**src/rtl/stack_prog_sequencer_pkg.sv**
```systemverilog
// Shared encodings for the stack/memory transfer engine program sequencer:
// instruction opcodes, engine command codes and sequencer FSM states.
package stack_prog_sequencer_pkg;

    localparam logic [3:0] OP_NOP   = 4'd0;
    localparam logic [3:0] OP_PUSHC = 4'd1;
    localparam logic [3:0] OP_LOAD  = 4'd2;
    localparam logic [3:0] OP_STORE = 4'd3;
    localparam logic [3:0] OP_JMP   = 4'd4;
    localparam logic [3:0] OP_HALT  = 4'd5;

    typedef enum logic [1:0] {
        CMD_PUSHC = 2'b00,
        CMD_LOAD  = 2'b01,
        CMD_STORE = 2'b10
    } cmd_op_t;

    typedef enum logic [2:0] {
        IDLE   = 3'd0,
        FETCH  = 3'd1,
        DECODE = 3'd2,
        ISSUE  = 3'd3,
        HALT   = 3'd4
    } seq_state_t;

endpackage

```
**src/rtl/seq_timeout_ctr.sv**
```systemverilog
// Handshake watchdog: counts enabled cycles and flags the cycle whose count
// reaches LIMIT. Clear has priority; the count saturates at LIMIT.
module seq_timeout_ctr #(
    parameter int LIMIT = 15,
    localparam int CW = $clog2(LIMIT + 1)
) (
    input  logic clk,
    input  logic rstn,
    input  logic clr,
    input  logic en,
    output logic expired
);

    logic [CW-1:0] count;

    // Combinational so the owner can abort on the same edge the count hits LIMIT.
    assign expired = en && !clr && (count == CW'(LIMIT - 1));

    // NOTE: sequential state uses non-blocking assignments so every register
    // samples the pre-edge values, independent of statement order.
    always_ff @(posedge clk or negedge rstn) begin
        if (!rstn) begin
            count <= '0;
        end else if (clr) begin
            count <= '0;
        end else if (en && count != CW'(LIMIT)) begin
            count <= count + CW'(1);
        end
    end

endmodule

```
**src/rtl/stack_prog_sequencer.sv**
```systemverilog
// Program sequencer: fetches and decodes instruction ROM words, issues
// PUSHC/LOAD/STORE to the engine over valid/done, and handles JMP/HALT locally.
module stack_prog_sequencer
    import stack_prog_sequencer_pkg::*;
#(
    parameter int PC_LEN   = 8,
    parameter int DATA_LEN = 8,
    parameter int TIMEOUT  = 15
) (
    input  logic                  clk,
    input  logic                  rstn,
    input  logic                  start,
    output logic [PC_LEN-1:0]     imem_addr,
    output logic                  imem_rd_en,
    input  logic [DATA_LEN+3:0]   imem_data,
    output logic                  cmd_valid,
    output logic [1:0]            cmd_op,
    output logic [DATA_LEN-1:0]   cmd_operand,
    input  logic                  cmd_done,
    output logic                  busy,
    output logic                  halted,
    output logic                  err,
    output logic [PC_LEN-1:0]     pc
);

    localparam int JW = (PC_LEN < DATA_LEN) ? PC_LEN : DATA_LEN;

    seq_state_t          state, state_nxt;
    logic [PC_LEN-1:0]   pc_q, pc_nxt;
    logic                err_q, err_nxt;
    cmd_op_t             op_q, op_nxt;
    logic [DATA_LEN-1:0] operand_q, operand_nxt;

    logic [3:0]          opcode;
    logic [DATA_LEN-1:0] operand;
    logic [PC_LEN-1:0]   jmp_target;
    logic                tmo_clr, tmo_en, tmo_expired;

    assign opcode     = imem_data[DATA_LEN+3:DATA_LEN];
    assign operand    = imem_data[DATA_LEN-1:0];
    assign jmp_target = PC_LEN'(operand[JW-1:0]);

    // Done in the same cycle as the limit counts as completion, not timeout.
    assign tmo_en  = (state == ISSUE) && !cmd_done;
    assign tmo_clr = (state != ISSUE) || cmd_done;

    seq_timeout_ctr #(.LIMIT(TIMEOUT)) u_timeout (
        .clk     (clk),
        .rstn    (rstn),
        .clr     (tmo_clr),
        .en      (tmo_en),
        .expired (tmo_expired)
    );

    always_ff @(posedge clk or negedge rstn) begin
        if (!rstn) begin
            state     <= IDLE;
            pc_q      <= '0;
            err_q     <= 1'b0;
            op_q      <= CMD_PUSHC;
            operand_q <= '0;
        end else begin
            state     <= state_nxt;
            pc_q      <= pc_nxt;
            err_q     <= err_nxt;
            op_q      <= op_nxt;
            operand_q <= operand_nxt;
        end
    end

    // NOTE: every output of this block is defaulted first, so no path can
    // leave a variable unassigned and infer a latch.
    always_comb begin
        state_nxt   = state;
        pc_nxt      = pc_q;
        err_nxt     = err_q;
        op_nxt      = op_q;
        operand_nxt = operand_q;
        unique case (state)
            IDLE, HALT: begin
                if (start) begin
                    pc_nxt    = '0;
                    err_nxt   = 1'b0;
                    state_nxt = FETCH;
                end
            end
            FETCH: state_nxt = DECODE;
            DECODE: begin
                unique case (opcode)
                    OP_NOP: begin
                        pc_nxt    = pc_q + PC_LEN'(1);
                        state_nxt = FETCH;
                    end
                    OP_JMP: begin
                        pc_nxt    = jmp_target;
                        state_nxt = FETCH;
                    end
                    OP_HALT: state_nxt = HALT;
                    OP_PUSHC: begin
                        op_nxt      = CMD_PUSHC;
                        operand_nxt = operand;
                        state_nxt   = ISSUE;
                    end
                    OP_LOAD: begin
                        op_nxt      = CMD_LOAD;
                        operand_nxt = operand;
                        state_nxt   = ISSUE;
                    end
                    OP_STORE: begin
                        op_nxt      = CMD_STORE;
                        operand_nxt = operand;
                        state_nxt   = ISSUE;
                    end
                    default: begin
                        err_nxt   = 1'b1;
                        state_nxt = HALT;
                    end
                endcase
            end
            ISSUE: begin
                if (cmd_done) begin
                    pc_nxt    = pc_q + PC_LEN'(1);
                    state_nxt = FETCH;
                end else if (tmo_expired) begin
                    err_nxt   = 1'b1;
                    state_nxt = HALT;
                end
            end
            default: state_nxt = IDLE;
        endcase
    end

    // Decoded straight from the state register so reset clears them asynchronously.
    assign imem_rd_en  = (state == FETCH);
    assign imem_addr   = imem_rd_en ? pc_q : '0;
    assign cmd_valid   = (state == ISSUE);
    assign cmd_op      = op_q;
    assign cmd_operand = operand_q;
    assign busy        = (state != IDLE) && (state != HALT);
    assign halted      = (state == HALT);
    assign err         = err_q;
    assign pc          = pc_q;

endmodule

```
**config.mk**
```make
export PLATFORM = sky130hd
export DESIGN_NAME = stack_prog_sequencer
export DESIGN_NICKNAME = d
export VERILOG_FILES = /design/src/rtl/stack_prog_sequencer_pkg.sv /design/src/rtl/seq_timeout_ctr.sv /design/src/rtl/stack_prog_sequencer.sv
export SDC_FILE = /design/constraint.sdc
export NUM_CORES = 1
export LEC_CHECK = 0
export CELL_PAD_IN_SITES_DETAIL_PLACEMENT = 0
export CELL_PAD_IN_SITES_GLOBAL_PLACEMENT = 1
export CORE_UTILIZATION = 42
export DETAILED_ROUTE_END_ITERATION = 10
export DONT_BUFFER_PORTS = 1
export HOLD_SLACK_MARGIN = 0.12
export MAX_ROUTING_LAYER = met4
export PLACE_DENSITY_LB_ADDON = 0.25
export SETUP_SLACK_MARGIN = 0.02
export SLEW_MARGIN = 20
export SYNTH_ARGS = -nofsm -noshare
export SYNTH_HDL_FRONTEND = slang
export SYNTH_SLANG_ARGS = --single-unit
```
**constraint.sdc**
```tcl
create_clock -name clk -period 1.7 [get_ports clk]
set_clock_uncertainty 0.15 [all_clocks]
set_input_delay 0.34 -clock clk [delete_from_list [all_inputs] [get_ports clk]]
set_output_delay 0.34 -clock clk [all_outputs]
set_load 0.005 [all_outputs]
```
== After elaboration in Yosys (flattened, before gate mapping) ==
Cells that the tools add are included.

* Add/subtract/negate cells: 2
* Equality and inequality tests: 20
* Multiplexer cells: 18
* Reductions and logical operators: 23

{| class="wikitable"
|+ Operators with widths
! kind !! number
|-
| 8-bit two-way mux || 3
|-
| 8-bit one-hot mux with 3 select lines || 1
|-
| 8-bit one-hot mux with 2 select lines || 1
|-
| 3-bit one-hot mux with 4 select lines || 1
|-
| 3-bit two-way mux || 3
|-
| 3-bit nonzero test || 3
|-
| 8-bit by 1-bit adder with 8-bit output, second input constant || 1
|-
| 4-bit by 2-bit == test with 1-bit output, second input constant || 2
|-
| 4-bit by 3-bit == test with 1-bit output, second input constant || 2
|-
| 4-bit two-way mux || 2
|-
| 3-bit by 2-bit == test with 1-bit output, second input constant || 2
|-
| 2-bit inequality test, second input constant || 3
|-
| 3-bit inequality test, second input constant || 2
|-
| 2-bit one-hot mux with 3 select lines || 1
|-
| 3-bit one-hot mux with 2 select lines || 1
|-
| 2-bit AND reduction || 3
|-
| 6-bit OR reduction || 1
|-
| 1-bit logical AND || 5
|-
| 5-bit AND reduction || 1
|-
| 4-bit by 1-bit adder with 4-bit output, second input constant || 1
|-
| 4-bit by 1-bit == test with 1-bit output, second input constant || 1
|-
| 4-bit == test, second input constant || 1
|-
| 4-bit logical NOT || 1
|-
| 1-bit two-way mux || 4
|-
| other kinds (14) || 17
|}

* Flip-flop bits (word level): 26
* Input bits: 16
* Output and inout port bits: 31
* Word-level logic and storage cells: 69

== Depth between registers and ports, before layout ==
Gate-level depths: netlist (run 1).

* Word-level depth: 8
* Mapped depth: 5
* Depth with buffers taken out: 5

== Cells and area by module ==
A second synthesis (run 1) with hierarchy kept.

* Cell total of the unflattened synthesis: 151
* Area total of the unflattened synthesis: 1517.7 sq um

{| class="wikitable"
|+ By module, submodules not included
! module !! times used !! cells an instance !! area each (sq um) !! seq. area each (sq um)
|-
| stack_prog_sequencer || 1 || 127 || 1263.7 || 550.5
|-
| seq_timeout_ctr || 1 || 24 || 254.0 || 100.1
|}

== Worst setup path before layout (run 1) ==
OpenSTA, ideal clock, no wires.

* Path type: reg2reg
* Start: reg state[0]
* End: reg operand_q[0] (netlist: cmd_operand[0])
* Library setup time: 0.125 ns
* Arrival time: 1.556 ns
* Required time: 1.425 ns
* Slack: -0.131 ns
* Stages on the path, launching flop included: 6
* Path buffers: 2
* Period minus slack after synthesis: 1.831 ns
* Cell sequence: dfrtp_1 buf_2 nor4_2 and2_1 buf_4 mux2_2

* Word-level cells in the longest chain between the ends: 2

{| class="wikitable"
|+ Ends and longest elaborated chain
! item !! RTL line !! RTL
|-
| from (decl) || stack_prog_sequencer.sv:28 || <nowiki>seq_state_t state, state_nxt;</nowiki>
|-
| from (signal assigned) || stack_prog_sequencer.sv:63 || <nowiki>state <= state_nxt;</nowiki>
|-
| 3-bit by 2-bit == test with 1-bit output || stack_prog_sequencer.sv:79 || <nowiki>unique case (state)</nowiki>
|-
| 2-bit AND reduction (no line) || n/a ||
|-
| to (signal assigned) || stack_prog_sequencer.sv:67 || <nowiki>operand_q <= operand_nxt;</nowiki>
|-
| to (decl) || stack_prog_sequencer.sv:32 || <nowiki>logic [DATA_LEN-1:0] operand_q, operand_nxt;</nowiki>
|}

Every way passes these cells.
A chain may end at the register's enable or synchronous reset.

== Worst setup path in the final report (run 1) ==
* Start: reg state[2]
* End: out imem_addr[1]

* Word-level cells in the longest chain between the ends: 2

{| class="wikitable"
|+ Ends and longest elaborated chain
! item !! RTL line !! RTL
|-
| 3-bit by 1-bit == test with 1-bit output || stack_prog_sequencer.sv:134 || <nowiki>assign imem_rd_en = (state == FETCH);</nowiki>
|-
| 8-bit two-way mux || stack_prog_sequencer.sv:135 || <nowiki>assign imem_addr = imem_rd_en ? pc_q : '0;</nowiki>
|-
| to (decl) || stack_prog_sequencer.sv:13 || <nowiki>output logic [PC_LEN-1:0] imem_addr,</nowiki>
|}

Every way passes these cells.

==> results of run 1 <==
cell usage after synthesis, types with 2 or more instances:
cell type | number | share of area
a211oi_1 | 4 | 0.021
a21oi_1 | 11 | 0.038
a32o_1 | 2 | 0.014
and2_1 | 10 | 0.043
buf_2 | 2 | 0.0069
dfrtp_1 | 26 | 0.45
ha_1 | 3 | 0.026
inv_1 | 8 | 0.021
mux2_2 | 8 | 0.062
nand2_1 | 5 | 0.013
nand2b_1 | 4 | 0.017
nand3_1 | 10 | 0.035
nor2_1 | 6 | 0.016
nor3_1 | 3 | 0.010
nor3b_1 | 2 | 0.010
o21ai_0 | 5 | 0.017
o21ai_1 | 2 | 0.0069
o22ai_1 | 4 | 0.017
o31a_1 | 2 | 0.012
or2_2 | 4 | 0.017
or3_1 | 2 | 0.0086
worst reg2reg max path: stages (launching register included):
cell,delay (ns)
dfrtp_1,0.42
buf_6,0.14
buf_4,0.13
nor2b_4,0.13
buf_6,0.13
a211oi_4,0.07
buf_6,0.13
or4_4,0.41
nand3_2,0.09
through the flow:
stage	instances	hold WS (ns)	TNS [ns]	setup WS, ns
after floorplan	145	-0.1056	-0.1624	-0.01811
after global placement	210	-0.1050	-1.705	-0.2003
after detailed placement	210	-0.1048	-2.011	-0.2220
after CTS	238	0.1203	-2.346	-0.2194
after global routing	243	0.1244	-4.744	-0.3065
final	243	0.1278	-2.888	-0.2090
repair_timing:
action	4_1_cts	5_1_grt
setup buffers	10	4
gates resized for setup	33	31
endpoints found under the setup margin	30	31
cloned	0	1
pin swaps	5	11
hold buffers	15	1
hold endpoints to repair	43	1
registers in the layout, indices dropped and copies added (netlist names):
name / flops
cmd_operand: 8
err: 1
state: 3
pc: 8
cmd_op: 2
u_timeout.count: 4
worst max-delay path by stage:
stage | from | endpoint | slack (ns)
after global placement | state[1] | cmd_operand[3] | -0.20
after floorplan | state[2] | cmd_operand[0] | -0.02
after detailed placement | state[1] | cmd_operand[3] | -0.22
after CTS | state[2] | imem_addr[2] | -0.22
final | state[2] | imem_addr[1] | -0.21
after global routing | state[2] | imem_addr[1] | -0.31
cell usage in the layout, fill, tap and decap left out, types with 3 or more instances in the layout:
master / n
nor2_1: 5
dlygate4sd3_1: 15
nand3_1: 7
mux2_4: 8
nand2_1: 5
o21ai_1: 3
a21oi_1: 9
buf_6: 15
clkbuf_4: 3
and2_4: 10
o21ai_0: 3
buf_4: 23
nand2b_4: 3
or2_2: 3
dfrtp_1: 24
inv_1: 8
nand3_2: 3
a211oi_1: 3
final cells by class:
type                            count  share of cell area
Clock inverter                      1             0.01345
Tap cell                           44             0.02466
Inverter                            8             0.01345
Multi-Input combinational cell    107              0.4165
Clock buffer                        3             0.01009
Sequential cell                    26              0.2926
Timing Repair Buffer               54              0.2293
cells by family (layout without fill, tap and decap cells):
family | Yosys count | count (layout) | synth area share
multiplexers | 9 | 9 | 0.06915
AO/OA/AOI/OAI | 36 | 36 | 0.1677
XOR/XNOR | 1 | 1 | 0.006051
flip-flops | 26 | 26 | 0.4494
buffers and inverters | 13 | 66 | 0.03889
adder cells (fa/ha/maj) | 3 | 3 | 0.02593
AND/OR/NAND/NOR | 57 | 58 | 0.2429
power groups by stage:
stage | sequential (mW) | combinational [mW] | clock (mW)
after floorplan | 0.963 | 0.523 | 0
after global placement | 0.998 | 0.843 | 0
after detailed placement | 1.00 | 0.860 | 0
after CTS | 0.986 | 1.22 | 0.446
after global routing | 1.03 | 1.50 | 0.473
final | 1.00 | 1.40 | 0.447
routing by layer:
metal	GRT usage	part of all wire	up-vias
met5	-	0	-
met4	0.07792	0.025	0
met3	0.03625	0.039	10
met2	0.4050	0.51	43
met1	0.3071	0.43	688
li1	-	-	638
==> results.py, run 1 <==
metrics = {
    "sta": {
        "setup_ws_ns": -0.2090,
        "slew_headroom": 0.7787,
        "tightest_slew_ns": 0.3295,
        "slew_viol_final": 0,
        "min_period_over_period": 1.123,
        "min_period_ns": 1.909,
        "hold_viol": 0,
        "fmax_mhz": 523.8,
        "setup_viol": 28,
        "rsz0062_at_grt": "true",
    },
    "detailed_routing": {
        "detail-route-antenna-nets": 0,
        "drt-wirelength-per-cell_um": 18.46,
        "drc_errors": 0,
        "drt_first_pass_iters": 4,
        "via_count": 1379,
        "first_iter_violations": 68,
        "routed_via_density": 5.675,
        "drt_wl_total_um": 4485,
    },
    "final_layout": {
        "postLayoutCellArea_um2": 2232,
        "antennaDiodeCount": 0,
        "register_area_um2": 653.1,
        "fin_util": 0.7079,
        "n_fill_cell": 237,
        "num-nets-final": 219,
        "multi_input_area_um2": 929.6,
        "drive_gt1_frac": 0.4623,
        "area_growth_pct": 54.19,
    },
    "floorplanning": {
        "placementRows": 20,
        "die_area_um2": 3686,
        "die_width_um": 60.71,
        "ioPinCount": 47,
        "core_area_um2": 3153,
        "start_util": 0.4591,
        "die-height_um": 60.71,
    },
    "place": {
        "post-dp-hpwl_um": 2668,
        "place_area_um2": 1685,
        "gp_congestion": 0.8336,
        "portBuffers": 0,
    },
    "global_routing": {
        "antenna_found_initial": 0,
        "grt_pass1_vias": 1339,
        "grt_first_pass_wirelength_um": 6368,
        "grt_overflow": 0,
        "grt_max_degree": 27,
        "track_usage": 0.2446,
    },
    "synthesis": {
        "async_flop_share": 1.000,
        "synth.distinct_cells": 43,
        "ys_seq_area_frac": 0.4494,
        "ys_ff_latch": 26,
        "synth_nets": 164,
        "synthesis.area_um2": 1448,
        "postSynthCellCount": 145,
        "avgSynthCellArea_um2": 9.984,
        "synth_edf_count": 0,
        "synth_ff_type": "dfrtp_1",
        "yosysWarnings": 0,
    },
    "hold_path": {
        "hold_class": "in -> reg",
        "min_path_cells": 3,
        "worstHoldEndpoint": "pc[6]",
        "min_from": "imem_data[10]",
    },
    "power": {
        "p_per_area_nw_per_um2": 1277,
        "pwr-share-seq": 0.351,
        "p_switching_uw": 982.1,
        "switching_share": 0.3446,
        "power.leakage_nw": 0.9725,
        "internal-power_mw": 1.868,
        "pwr-share-comb": 0.492,
        "clkPwrFrac": 0.157,
        "max-vdd-ir-drop_v": 0.0008198,
        "p_total_mw": 2.850,
    },
    "clock_tree": {
        "clk_path_buf_depth": 2,
        "h-tree-depth": 1,
        "clock_latency_ns": 0.34,
        "cts-root-buf": "clkbuf_4",
        "cts.clk_slew.worst_paths_ns": 0.17,
        "clock-sinks": 26,
        "numCtsBuffers": 3,
        "cts_tree": "built",
    },
    "critical_path": {
        "r2r_setup_slack_ns": -0.12,
        "crit_fanout": 4,
        "r2r-start": "state[2]",
        "critPathRequiredTime_ns": 1.21,
        "crit_chain": "buf_6 > nor3b_4 > buf_4 > and2_1",
        "worstSetupStartpointType": "flip-flop",
        "max_stage_delay_ns": 0.42,
        "cp.depth": 4,
        "cp.arrival_ns": 1.42,
        "crit_type": "reg -> out",
        "endpoint_kind": "output port",
        "cpMaxStageDelayCell": "dfrtp_1",
        "path_buf_inv": 2,
        "crit_family": "flip-flops",
        "reg2reg_depth": 8,
        "r2r-end": "pc[0]",
    },
    "job": {
        "cap_violations": 0,
    },
    "status": {
        "violations": "negative setup slack",
        "status": "finished, violations left",
    },
}
Power figures use the tool's default switching activity.
==> run 2, diff against run 1 <==
--- a/config.mk
+++ b/config.mk
@@ -7,13 +7,16 @@
 export LEC_CHECK = 0
 export CELL_PAD_IN_SITES_DETAIL_PLACEMENT = 0
 export CELL_PAD_IN_SITES_GLOBAL_PLACEMENT = 1
-export CORE_UTILIZATION = 42
+export CORE_MARGIN = 4
+export CORE_UTILIZATION = 44
+export CTS_BUF_LIST = sky130_fd_sc_hd__clkbuf_8
 export DETAILED_ROUTE_END_ITERATION = 10
 export DONT_BUFFER_PORTS = 1
 export HOLD_SLACK_MARGIN = 0.12
 export MAX_ROUTING_LAYER = met4
 export PLACE_DENSITY_LB_ADDON = 0.25
 export SETUP_SLACK_MARGIN = 0.02
+export SKIP_LAST_GASP = 1
 export SLEW_MARGIN = 20
 export SYNTH_ARGS = -nofsm -noshare
 export SYNTH_HDL_FRONTEND = slang
==> run 2 against run 1 <==
  * The flow still finishes with violations (negative setup slack)
  * Die area increased by 16%
  * First-iteration DRC count increased by 7.4%
  * Hold slack improved by 0.0060 ns
  * Largest cell class unchanged
  * Sequential power about the same
  * Clock-buffer cell count unchanged
  * Global-route usage fell by 3.0 points
  * Routed wire length fell by 6.7%
  * Design area is 4.7% lower
  * Power decreased by 7.1%
  * Via count decreased by 0.22%
==> results.py, run 2 (synthesized netlist as in run 1, its figures left out) <==
metrics = {
    "status": {
        "status": "finished, violations left",
        "violations": "negative setup slack",
    },
    "critical_path": {
        "worstSetupStartpointType": "flip-flop",
        "endpoint_kind": "output port",
        "crit_type": "reg -> out",
        "path_buf_inv": 2,
        "crit_chain": "buf_6 > nor3b_4 > buf_6 > and2_1",
        "r2r_setup_slack_ns": -0.06,
        "max_stage_delay_ns": 0.42,
        "crit_family": "flip-flops",
        "cpMaxStageDelayCell": "dfrtp_1",
        "crit_fanout": 5,
        "reg2reg_depth": 6,
        "r2r-start": "state[1]",
        "critPathRequiredTime_ns": 1.21,
        "cp_common_cell": "buf_6",
        "cp.arrival_ns": 1.37,
        "r2r-end": "pc[0]",
    },
    "global_routing": {
        "grt_max_degree": 27,
        "met3_usage": 0.03590,
        "grt_overflow": 0,
        "grt_pass1_vias": 1474,
        "grt_busiest_layer": "met2",
        "grt_use_met1": 0.2565,
        "use_met2": 0.3515,
        "grt_first_pass_wirelength_um": 6920,
        "track_usage": 0.2148,
        "antenna_found_initial": 0,
    },
    "floorplanning": {
        "placementRows": 20,
        "die_area_um2": 4272,
        "ioPinCount": 47,
        "start_util": 0.4665,
        "die_width_um": 65.36,
        "core_area_um2": 3103,
        "die-height_um": 65.36,
    },
    "power": {
        "p_per_area_nw_per_um2": 1245,
        "p_total_mw": 2.648,
        "max-vdd-ir-drop_v": 0.0005383,
        "power.leakage_nw": 0.9247,
    },
    "sta": {
        "hold_viol": 0,
        "fmax_mhz": 536.6,
        "rsz0062_at_grt": "true",
        "setup_viol": 26,
        "setup_tns_ns": -1.863,
        "hold_slack_ns": 0.1338,
        "slew_viol_final": 0,
        "setup_ws_ns": -0.1637,
        "min_period_ns": 1.864,
        "min_period_over_period": 1.096,
        "slew_headroom": 0.7717,
        "tightest_slew_ns": 0.3425,
    },
    "place": {
        "place_ws_ns": -0.1861,
        "post-dp-hpwl_um": 2783,
        "portBuffers": 0,
        "dp_cells": 209,
        "gp_congestion": 0.8562,
    },
    "detailed_routing": {
        "via_count": 1376,
        "drc_errors": 0,
        "drt-wirelength-per-cell_um": 17.50,
        "detail-route-antenna-nets": 0,
        "routed_via_density": 5.757,
        "drt_first_pass_iters": 4,
        "first_iter_violations": 73,
        "drt_wl_total_um": 4183,
    },
    "final_layout": {
        "drive_gt1_frac": 0.4462,
        "multi_input_area_um2": 877.1,
        "final_cell_mix": "buf_4, dfrtp_1, buf_6, dlygate4sd3_1",
        "antennaDiodeCount": 0,
        "area_growth_pct": 46.93,
        "n_fill_cell": 240,
        "final_common_cell": "buf_4",
        "register_area_um2": 651.9,
        "final_cells": 239,
        "num-nets-final": 216,
    },
    "hold_path": {
        "min_path_cells": 2,
        "worstHoldEndpoint": "pc[2]",
        "hold_class": "in -> reg",
        "min_from": "imem_data[2]",
    },
    "clock_tree": {
        "clock_latency_ns": 0.27,
        "h-tree-depth": 1,
        "cts.clk_slew.worst_paths_ns": 0.09,
        "cts_tree": "built",
        "clk_path_buf_depth": 2,
        "cts-root-buf": "clkbuf_8",
        "clock-sinks": 26,
        "numCtsBuffers": 3,
    },
    "job": {
        "cap_violations": 0,
    },
}
==> run 2: cell types whose count changed in the layout (fill, tap and decap cells not counted), moves of 2 or more <==
cell	delta
buf_4	+3
buf_6	-2
clkbuf_4	-3
clkbuf_8	+3
dlygate4sd3_1	-4
mux2_2	+8
mux2_4	-8
nand3_1	+3
nand3_2	-3
==> run 2: per-stage QoR <==
step	instance area [µm²]	utilization
after floorplan	1466	-
after global placement	1678	0.5407
after detailed placement	1678	0.5407
after CTS	2063	0.6649
after global routing	2127	0.6855
final	2127	0.6855
==> run 2: how the worst max path moves through the flow <==
stage,slack (ns),from,endpoint,cells after the start
global route,-0.22,state[1],imem_addr[0],4
detailed placement,-0.19,state[2],cmd_operand[7],4
finish,-0.16,state[1],imem_addr[0],4
floorplan,-0.02,state[2],cmd_operand[0],5
CTS,-0.15,state[1],imem_addr[0],4
global placement,-0.1,state[2],cmd_operand[1],4
==> run 2: layout make-up <==
type	count	share of cell area
Tap cell	44	0.02588
Timing Repair Buffer	51	0.2218
Inverter	8	0.01412
Sequential cell	26	0.3065
Multi-Input combinational cell	107	0.4124
Clock buffer	3	0.01941
==> run 2: layer usage <==
layer  part of all wire  up-vias  routed length [µm]
met5                  0        -                   0
met4              0.036        0                 149
met1               0.41      696                1725
met2               0.51       38                2150
met3              0.038       17                 157
li1                   -      625                   -
==> run 2: timing repair <==
action	in CTS	in global routing
cloned	2	0
setup buffers	11	4
hold buffers	12	0
endpoints found under the setup margin	28	33
resized for setup	35	14
pin swaps	13	6
endpoints found under the hold margin	37	0
==> run 2: report_power, final <==
part | internal (mW) | leakage, nW | switching (mW)
combinational | 0.741 | 0.564 | 0.568
clock | 0.159 | 0.0216 | 0.193
sequential | 0.810 | 0.339 | 0.176
total | 1.71 | 0.925 | 0.938
